File: config.mk
export PLATFORM = sky130hd
export DESIGN_NAME = pipe_hazard_ctrl_flat
export DESIGN_NICKNAME = d
export VERILOG_FILES = /design/src/rtl/pipe_hazard_ctrl_pkg.sv /design/src/rtl/pipe_hazard_ctrl_if.sv /design/src/rtl/pipe_hazard_ctrl_perf_cnt.sv /design/src/rtl/pipe_hazard_ctrl.sv /design/src/flat_wrapper.sv
export SDC_FILE = /design/constraint.sdc
export NUM_CORES = 1
export LEC_CHECK = 0
export ABC_CLOCK_PERIOD_IN_PS = 6100
export CORE_MARGIN = 2
export CORE_UTILIZATION = 47
export CTS_BUF_LIST = sky130_fd_sc_hd__clkbuf_8
export CTS_CLUSTER_DIAMETER = 150
export DETAILED_ROUTE_END_ITERATION = 10
export GPL_ROUTABILITY_DRIVEN = 0
export PLACE_DENSITY = 0.86
export SLEW_MARGIN = 20
export SYNTH_ARGS = -nofsm -noshare
export SYNTH_HDL_FRONTEND = slang
export SYNTH_SLANG_ARGS = --single-unit
export TNS_END_PERCENT = 50
File: constraint.sdc
create_clock -name clk -period 6.1 [get_ports clk]
set_input_delay 1.83 -clock clk [delete_from_list [all_inputs] [get_ports clk]]
set_output_delay 1.83 -clock clk [all_outputs]
set_load 0.03 [all_outputs]
File: src/rtl/pipe_hazard_ctrl_pkg.sv
// Shared types and constants for the pipeline hazard controller.
// Optional performance counters are enabled by defining PIPE_HAZARD_PERF_EN.
package pipe_ctrl_pkg;

  // Controller sequencing states: normal flow, or holding a divide in EX.
  typedef enum logic [0:0] {
    HZ_RUN = 1'b0,
    HZ_DIV = 1'b1
  } hz_state_e;

  // $0 is hardwired to zero, so a write to it never creates a dependency.
  localparam logic [4:0]  REG_ZERO  = 5'd0;

  // Instruction word a flushed IF/ID register holds (sll $0,$0,0).
  localparam logic [31:0] NOP_INSTR = 32'h0000_0000;

  // Width of the divide cycle down-counter.
  localparam int          DIV_CNT_W = 8;

endpackage

File: src/rtl/pipe_hazard_ctrl_if.sv
// Pipeline-side view of the hazard controller: hazard inputs and stage controls.
// master = pipeline datapath, slave = hazard controller.
interface pipe_hazard_ctrl_if;
  logic [4:0] id_rs;
  logic [4:0] id_rt;
  logic       id_uses_rs;
  logic       id_uses_rt;
  logic       ex_memread;
  logic [4:0] ex_wn;
  logic       ex_div_start;
  logic       mem_redirect;
  logic       pc_write;
  logic       ifid_write;
  logic       ifid_flush;
  logic       idex_write;
  logic       idex_flush;
  logic       exmem_flush;
  logic       div_busy;
  logic       div_done;

  modport master (
    output id_rs, id_rt, id_uses_rs, id_uses_rt, ex_memread, ex_wn,
           ex_div_start, mem_redirect,
    input  pc_write, ifid_write, ifid_flush, idex_write, idex_flush,
           exmem_flush, div_busy, div_done
  );

  modport slave (
    input  id_rs, id_rt, id_uses_rs, id_uses_rt, ex_memread, ex_wn,
           ex_div_start, mem_redirect,
    output pc_write, ifid_write, ifid_flush, idex_write, idex_flush,
           exmem_flush, div_busy, div_done
  );
endinterface

File: src/rtl/pipe_hazard_ctrl_perf_cnt.sv
// Saturating event counter used for the optional hazard performance counters
// (PIPE_HAZARD_PERF_EN). Sticks at all-ones instead of wrapping.
module hazard_perf_cnt #(
  parameter int W = 32
) (
  input  logic         clk,
  input  logic         rst,
  input  logic         inc,
  output logic [W-1:0] cnt
);

  logic [W-1:0] cnt_r;

  // Count qualifying cycles, holding at the maximum value once reached.
  always_ff @(posedge clk or posedge rst) begin
    if (rst) begin
      cnt_r <= '0;
    end else if (inc && (cnt_r != {W{1'b1}})) begin
      cnt_r <= cnt_r + W'(1);
    end else begin
      cnt_r <= cnt_r;
    end
  end

  assign cnt = cnt_r;

endmodule

File: src/rtl/pipe_hazard_ctrl.sv
// Pipeline sequencing controller for the 5-stage MIPS core: load-use bubble,
// multi-cycle divide hold in EX, and squash on a MEM-stage redirect.
// Optional macro PIPE_HAZARD_PERF_EN adds saturating stall/flush/divide counters.
module pipe_hazard_ctrl
  import pipe_ctrl_pkg::*;
#(
  parameter int DIV_CYCLES = 32
`ifdef PIPE_HAZARD_PERF_EN
  , parameter int CNT_W = 32
`endif
) (
  input  logic                 clk,
  input  logic                 rst,
  pipe_hazard_ctrl_if.slave    hz
`ifdef PIPE_HAZARD_PERF_EN
  , output logic [CNT_W-1:0]   perf_stall_cnt
  , output logic [CNT_W-1:0]   perf_flush_cnt
  , output logic [CNT_W-1:0]   perf_div_cnt
`endif
);

  // The starting instruction counts as the first EX cycle, so load one less.
  localparam logic [DIV_CNT_W-1:0] DIV_LOAD = DIV_CNT_W'(DIV_CYCLES - 1);

  hz_state_e            state_r;
  hz_state_e            next_state_s;
  logic [DIV_CNT_W-1:0] div_cnt_r;
  logic [DIV_CNT_W-1:0] next_cnt_s;
  logic                 load_use_s;

  logic pc_write_s;
  logic ifid_write_s;
  logic ifid_flush_s;
  logic idex_write_s;
  logic idex_flush_s;
  logic exmem_flush_s;
  logic div_busy_s;
  logic div_done_s;

  // A load whose destination feeds the ID instruction needs one bubble; $0 never counts.
  assign load_use_s = hz.ex_memread && (hz.ex_wn != REG_ZERO) &&
                      ((hz.id_uses_rs && (hz.id_rs == hz.ex_wn)) ||
                       (hz.id_uses_rt && (hz.id_rt == hz.ex_wn)));

  // State and divide counter registers.
  always_ff @(posedge clk or posedge rst) begin
    if (rst) begin
      state_r   <= HZ_RUN;
      div_cnt_r <= 8'd0;
    end else begin
      state_r   <= next_state_s;
      div_cnt_r <= next_cnt_s;
    end
  end

  // Next state and stage controls; redirect beats divide beats load-use.
  always_comb begin
    next_state_s  = state_r;
    next_cnt_s    = div_cnt_r;
    pc_write_s    = 1'b1;
    ifid_write_s  = 1'b1;
    ifid_flush_s  = 1'b0;
    idex_write_s  = 1'b1;
    idex_flush_s  = 1'b0;
    exmem_flush_s = 1'b0;
    div_busy_s    = 1'b0;
    div_done_s    = 1'b0;
    if (rst) begin
      // Hold idle controls for the whole reset, independent of the inputs.
      next_state_s = HZ_RUN;
      next_cnt_s   = 8'd0;
    end else if (hz.mem_redirect) begin
      // Squash everything younger than MEM; any divide in flight is abandoned.
      ifid_flush_s  = 1'b1;
      idex_flush_s  = 1'b1;
      exmem_flush_s = 1'b1;
      next_state_s  = HZ_RUN;
      next_cnt_s    = 8'd0;
    end else begin
      case (state_r)
        HZ_RUN: begin
          if (hz.ex_div_start) begin
            pc_write_s    = 1'b0;
            ifid_write_s  = 1'b0;
            idex_write_s  = 1'b0;
            exmem_flush_s = 1'b1;
            div_busy_s    = 1'b1;
            next_cnt_s    = DIV_LOAD;
            next_state_s  = HZ_DIV;
          end else if (load_use_s) begin
            pc_write_s   = 1'b0;
            ifid_write_s = 1'b0;
            idex_flush_s = 1'b1;
          end else begin
            next_state_s = HZ_RUN;
          end
        end
        HZ_DIV: begin
          if (div_cnt_r > 8'd1) begin
            // Keep holding the same DIV in EX; its ex_div_start is not a new request.
            pc_write_s    = 1'b0;
            ifid_write_s  = 1'b0;
            idex_write_s  = 1'b0;
            exmem_flush_s = 1'b1;
            div_busy_s    = 1'b1;
            next_cnt_s    = div_cnt_r - 8'd1;
          end else begin
            // Final EX cycle: strobe Hi/Lo and let the DIV advance to MEM.
            div_busy_s   = 1'b1;
            div_done_s   = 1'b1;
            next_cnt_s   = 8'd0;
            next_state_s = HZ_RUN;
          end
        end
        default: begin
          next_state_s = HZ_RUN;
          next_cnt_s   = 8'd0;
        end
      endcase
    end
  end

  assign hz.pc_write    = pc_write_s;
  assign hz.ifid_write  = ifid_write_s;
  assign hz.ifid_flush  = ifid_flush_s;
  assign hz.idex_write  = idex_write_s;
  assign hz.idex_flush  = idex_flush_s;
  assign hz.exmem_flush = exmem_flush_s;
  assign hz.div_busy    = div_busy_s;
  assign hz.div_done    = div_done_s;

`ifdef PIPE_HAZARD_PERF_EN
  hazard_perf_cnt #(.W(CNT_W)) u_stall_cnt (
    .clk (clk), .rst (rst), .inc (~pc_write_s),      .cnt (perf_stall_cnt)
  );
  hazard_perf_cnt #(.W(CNT_W)) u_flush_cnt (
    .clk (clk), .rst (rst), .inc (hz.mem_redirect),  .cnt (perf_flush_cnt)
  );
  hazard_perf_cnt #(.W(CNT_W)) u_div_cnt (
    .clk (clk), .rst (rst), .inc (div_done_s),       .cnt (perf_div_cnt)
  );
`endif

endmodule
File: src/flat_wrapper.sv
// flat-port wrapper written by rule: the top's interface ports become plain ports
module pipe_hazard_ctrl_flat import pipe_ctrl_pkg::*;
#(
  parameter int DIV_CYCLES = 32

)
  (clk, rst, hz_id_rs, hz_id_rt, hz_id_uses_rs, hz_id_uses_rt, hz_ex_memread, hz_ex_wn, hz_ex_div_start, hz_mem_redirect, hz_pc_write, hz_ifid_write, hz_ifid_flush, hz_idex_write, hz_idex_flush, hz_exmem_flush, hz_div_busy, hz_div_done);
  pipe_hazard_ctrl_if hz_i ();
  input  logic clk;
  input  logic rst;
  input wire logic [$bits(hz_i.id_rs)-1:0] hz_id_rs;
  input wire logic [$bits(hz_i.id_rt)-1:0] hz_id_rt;
  input wire logic [$bits(hz_i.id_uses_rs)-1:0] hz_id_uses_rs;
  input wire logic [$bits(hz_i.id_uses_rt)-1:0] hz_id_uses_rt;
  input wire logic [$bits(hz_i.ex_memread)-1:0] hz_ex_memread;
  input wire logic [$bits(hz_i.ex_wn)-1:0] hz_ex_wn;
  input wire logic [$bits(hz_i.ex_div_start)-1:0] hz_ex_div_start;
  input wire logic [$bits(hz_i.mem_redirect)-1:0] hz_mem_redirect;
  output wire logic [$bits(hz_i.pc_write)-1:0] hz_pc_write;
  output wire logic [$bits(hz_i.ifid_write)-1:0] hz_ifid_write;
  output wire logic [$bits(hz_i.ifid_flush)-1:0] hz_ifid_flush;
  output wire logic [$bits(hz_i.idex_write)-1:0] hz_idex_write;
  output wire logic [$bits(hz_i.idex_flush)-1:0] hz_idex_flush;
  output wire logic [$bits(hz_i.exmem_flush)-1:0] hz_exmem_flush;
  output wire logic [$bits(hz_i.div_busy)-1:0] hz_div_busy;
  output wire logic [$bits(hz_i.div_done)-1:0] hz_div_done;
  assign hz_i.id_rs = hz_id_rs;
  assign hz_i.id_rt = hz_id_rt;
  assign hz_i.id_uses_rs = hz_id_uses_rs;
  assign hz_i.id_uses_rt = hz_id_uses_rt;
  assign hz_i.ex_memread = hz_ex_memread;
  assign hz_i.ex_wn = hz_ex_wn;
  assign hz_i.ex_div_start = hz_ex_div_start;
  assign hz_i.mem_redirect = hz_mem_redirect;
  assign hz_pc_write = hz_i.pc_write;
  assign hz_ifid_write = hz_i.ifid_write;
  assign hz_ifid_flush = hz_i.ifid_flush;
  assign hz_idex_write = hz_i.idex_write;
  assign hz_idex_flush = hz_i.idex_flush;
  assign hz_exmem_flush = hz_i.exmem_flush;
  assign hz_div_busy = hz_i.div_busy;
  assign hz_div_done = hz_i.div_done;
  pipe_hazard_ctrl #(.DIV_CYCLES(DIV_CYCLES)) u_core (.clk(clk), .rst(rst), .hz(hz_i));
endmodule
* After elaboration in Yosys (flattened, before gate mapping)
Cells that the tools add are included.
Operators by class: $lt $le $gt $ge 1, add/sub/neg operators 1, mux-type cells 35, bitwise logic cells 1, reduce and logical (&&, ||, !) cells 6, eq/ne operators 3
Operators by type and width (number):
- $mux W8 | 4
- $mux W1 | 26
- $pmux W8 S2 | 1
- $eq A5 B5 Y1 | 2
- $gt A8 B1 Y1 const B | 1
- $pmux W1 S2 | 4
- $sub A8 B1 Y8 const B | 1
- $reduce_bool A5 Y1 | 1
- $logic_and A1 B1 Y1 | 4
- $ne A4 B4 Y1 const B | 1
- $logic_or A1 B1 Y1 | 1
- $not A1 Y1 | 1
Word-level totals: flip-flop bits (word level) 9, bits of input ports 22

* Depth between registers and ports, before layout
word-level depth 9, gate-level depth with buffers 6, mapped depth without buffers 6

* Worst setup path before layout
Ideal clock, no wire load.
path kind in2out, start input port hz_mem_redirect, end output port hz_pc_write, cell stages on the path 6, arrival 3.632 ns, setup slack 0.638 ns, required time 4.270 ns, buffers on the path 2, path through or2_2 clkbuf_1 nor2_1 nand2_1 o21a_1 buf_4
Between the ends: longest elaborated chain between the ends 2
RTL lines:
- start: declaration | RTL line flat_wrapper.sv:18 | input wire logic [$bits(hz_i.mem_redirect)-1:0] hz_mem_redirect;
- $mux W1 (2 in series)
- end: declaration | RTL line flat_wrapper.sv:19 | output wire logic [$bits(hz_i.pc_write)-1:0] hz_pc_write;
Every way passes these cells.

* Worst setup path in the final report
start input port hz_ex_wn[0], end output port hz_pc_write
Between the ends: longest elaborated chain between the ends 9
RTL lines:
- start: declaration | RTL line flat_wrapper.sv:16 | input wire logic [$bits(hz_i.ex_wn)-1:0] hz_ex_wn;
- $eq A5 B5 Y1, on equally long branches | RTL line pipe_hazard_ctrl.sv:42, pipe_hazard_ctrl.sv:43
- $logic_and A1 B1 Y1, on equally long branches | RTL line pipe_hazard_ctrl.sv:42, pipe_hazard_ctrl.sv:43
- $logic_or A1 B1 Y1 | RTL line pipe_hazard_ctrl.sv:42 | ((hz.id_uses_rs && (hz.id_rs == hz.ex_wn)) ||
- $logic_and A1 B1 Y1 * | RTL line pipe_hazard_ctrl.sv:41 | assign load_use_s = hz.ex_memread && (hz.ex_wn != REG_ZERO) &&
- $mux W1 * | RTL line pipe_hazard_ctrl.sv:90 | end else if (load_use_s) begin
- $mux W1 * | RTL line pipe_hazard_ctrl.sv:82 | if (hz.ex_div_start) begin
- $pmux W1 S2 * | RTL line pipe_hazard_ctrl.sv:80 | case (state_r)
- $mux W1 * | RTL line pipe_hazard_ctrl.sv:72 | end else if (hz.mem_redirect) begin
- $mux W1 * | RTL line pipe_hazard_ctrl.sv:68 | if (rst) begin
Mark *: on every way between the ends. The rest lies on a longest branch, timed or not.

==> summary.md <==
| Metric | Value |
|---|---|
| Status | `completed` |
| Routed vias | `about 740` |
| Max-slew violations | `0` |
| Syn nets | `110` |
| Worst-path clk slew | `0.05 ns` |
| CTS tree | `done` |
| Slew margin rel. | `0.481` |
| CTS hold repair buffers | `0` |
| Post-synth ARST share | `1.00` |
| Via/cell ratio | `5.51` |
| Die width | `about 44 µm` |
| Maximum vdd drop | `between 150 and 200 µV` |
| Final Cycle Share | `0.953` |
| CTS Buf Count | `3` |
| First-pass GRT wire length | `between 3000 and 4000 µm` |
| CP Data Arrival Time | `a little under 4 ns` |
| Post-synth EDFFs | `0` |
| RSZ-0062 raised after global routing | `no` |
| Dpl hpwl | `~1700 µm` |
| Setup TNS | `0 ns` |
| CTS H-tree depth | `1` |
| Layout cells sized above 1 | `0.102` |
| Initial Utilization | `0.498` |
| Final-report hold violation count | `0` |
| Crit path max fanout | `3` |
| Yosys reg bits | `9` |
| DIE AREA | `1910 µm²` |
| Mapped cell area | `742 µm²` |
| Final setup violation count | `0` |
| Sequential-to-total area share from yosys stat | `0.304` |
| Skew-Pair Late Insertion Delay | `between 0.2 and 0.25 ns` |
| Root Driver | `clkbuf_8` |
| Count of clock tree sinks | `9` |
| Clock skew | `~0.0011 ns` |
| WHS | `0.557 ns` |
| Synth top area share | `0.304` |
| Startpoint Class | `primary input` |
| Bufs on Longest Clock Path | `2` |
| Synth area leaders | `dfrtp_1 30%, xor2_1 9.4%, xnor2_1 5.9%` |
| PD cells | `around 190 nW/µm²` |
| GRT overflow | `0` |
| Starting DRT DRC Count | `28` |
| Area grow syn2layout | `47.4%` |
| Cells after Synth | `between 80 and 90` |
| Post-layout minimum cycle time | `between 5 and 6 ns` |
| Worst Path Required | `4.27 ns` |
| WL/cell | `between 15 and 20 µm` |
| Post-CTS setup buffers | `0` |
| Primary FF master, synth | `dfrtp_1` |
| Post-route ant nets | `0` |
| LEAKAGE | `roughly 0.45 nW` |
| First-pass DRT Iterations | `4` |
| Die Y | `between 40 and 50 µm` |
| Initial antenna violation count | `0` |
| Num rows | `14` |
| Synth cell types | `33` |
| Placeable Area | `about 1500 µm²` |
| Largest net degree at the start of global routing | `11` |
| Post-cts sizing count | `0` |
| Worst min path class | `register to register` |
| Worst Setup End Kind | `primary output` |
| Fmax | `172 MHz` |
| I/O Pins | `30` |
| Cell taking the most area after synthesis | `dfrtp_1` |
| Least-Margin Pin Slew | `roughly 0.78 ns` |
| GRT Util Overall | `0.244` |
| DRT Wirelength | `2080 µm` |
| Number of remaining DRC errors | `0` |
| Nets | `approximately 140` |
| Port Buffers | `29` |
| Max-cap violations | `0` |
| Synth top cells by count | `9 x dfrtp_1, 9 x nand2_1, 8 x nor2_1, 8 x xor2_1, 7 x inv_1` |
| Avg Inst Size Synth | `around 8.6 µm²` |
| Kind of critical path | `primary input to primary output` |
| Number of global-route vias before repair | `~690` |
| Yosys warns | `0` |
| Ant diodes | `0` |
## path summary, 6_finish.rpt
path | cells past startpoint | from | end | slack, ns
setup / recovery | 6 | hz_ex_wn[0] | hz_pc_write | 0.29
hold / removal | 2 | u_core.div_cnt_r[7] | u_core.div_cnt_r[7] | 0.56
setup reg to reg | 6 | u_core.div_cnt_r[0] | u_core.div_cnt_r[6] | 4.25
hold reg to reg | 2 | u_core.div_cnt_r[7] | u_core.div_cnt_r[7] | 0.56
max in group asynchronous | 3 | rst | u_core.div_cnt_r[1] | 3.95
min in group asynchronous | 3 | rst | u_core.div_cnt_r[6] | 2.01
## where the power goes
group | internal [mW] | leakage [nW] | switching (mW) | total [mW]
combinational | 0.0361 | 0.306 | 0.0334 | 0.0695
clock | 0.0440 | 0.0269 | 0.0251 | 0.0691
sequential | 0.0631 | 0.122 | 0.00446 | 0.0676
total | 0.143 | 0.454 | 0.0630 | 0.206
## logic make-up (layout without fill, tap and decap cells)
logic type / after synthesis / in the layout / share of synthesized area
xor gates and xnor gates: 13 / 13 / 0.153
buffers and inverters: 9 / 41 / 0.0506
adders and majority gates: 2 / 2 / 0.0337
DFF: 9 / 9 / 0.304
AOI/OAI and AO/OA: 20 / 20 / 0.216
and+or+nand+nor: 33 / 33 / 0.243
## registers in the layout, indices dropped and copies added, names as in the netlist
register / flops
u_core.state_r: 1
u_core.div_cnt_r: 8
## final cells by class
class | count | area [µm²]
clock buffers | 3 | 41.3
clock inverters | 1 | 3.75
fillers | 114 | 395
inverters | 7 | 26.3
multi-input cells | 68 | 479
flip-flops and latches | 9 | 225
well taps | 16 | 20.0
repair buffers | 30 | 298
## cells in the final DEF (no fill, tap or decap)
master,instances
clkbuf_8,3
o41ai_1,2
a2111oi_4,1
xnor2_1,5
nor4_1,2
nor4b_1,1
or3b_1,2
xor2_1,8
and2_0,1
nor2_4,1
or4_4,1
nand2b_1,1
nand2_1,9
inv_1,8
clkdlybuf4s50_1,29
dfrtp_1,9
a211oi_1,1
o21ai_1,1
o21ai_0,3
o21a_1,1
or2_2,3
ha_1,2
a22oi_1,1
a2111oi_2,1
nor2_2,1
nand3_1,2
nor2_1,8
or4_1,1
o2111ai_1,1
a32oi_1,1
o211ai_1,1
a21oi_1,5
buf_4,1
o31ai_1,1
## through the flow
stage          instance area, µm²  total power, mW  instances   util  setup slack, ns
2_1_floorplan                 742            0.109         86      -            0.638
5_1_grt                      1090            0.219        134  0.734            0.143
4_1_cts                      1090            0.208        134  0.734            0.269
3_3_place_gp                 1050            0.136        130  0.704            0.324
6_report                     1090            0.206        134  0.734            0.287
3_5_place_dp                 1050            0.138        130  0.704            0.269
## critical path: stages
cell	delay (ns)
clkdlybuf4s50_1	0.47
or4_1	0.57
o21ai_1	0.18
or3b_1	0.13
o21a_1	0.13
clkdlybuf4s50_1	0.67
## layer usage
metal  up-vias  global-route usage  routed length (µm)
met5         -                   0                   0
met3         4              0.0500                  90
met1       347               0.322                 883
met2        20               0.400                1080
li1        367                   -                   -
met4         0              0.0727                  25
Power figures use the tool's default switching activity.
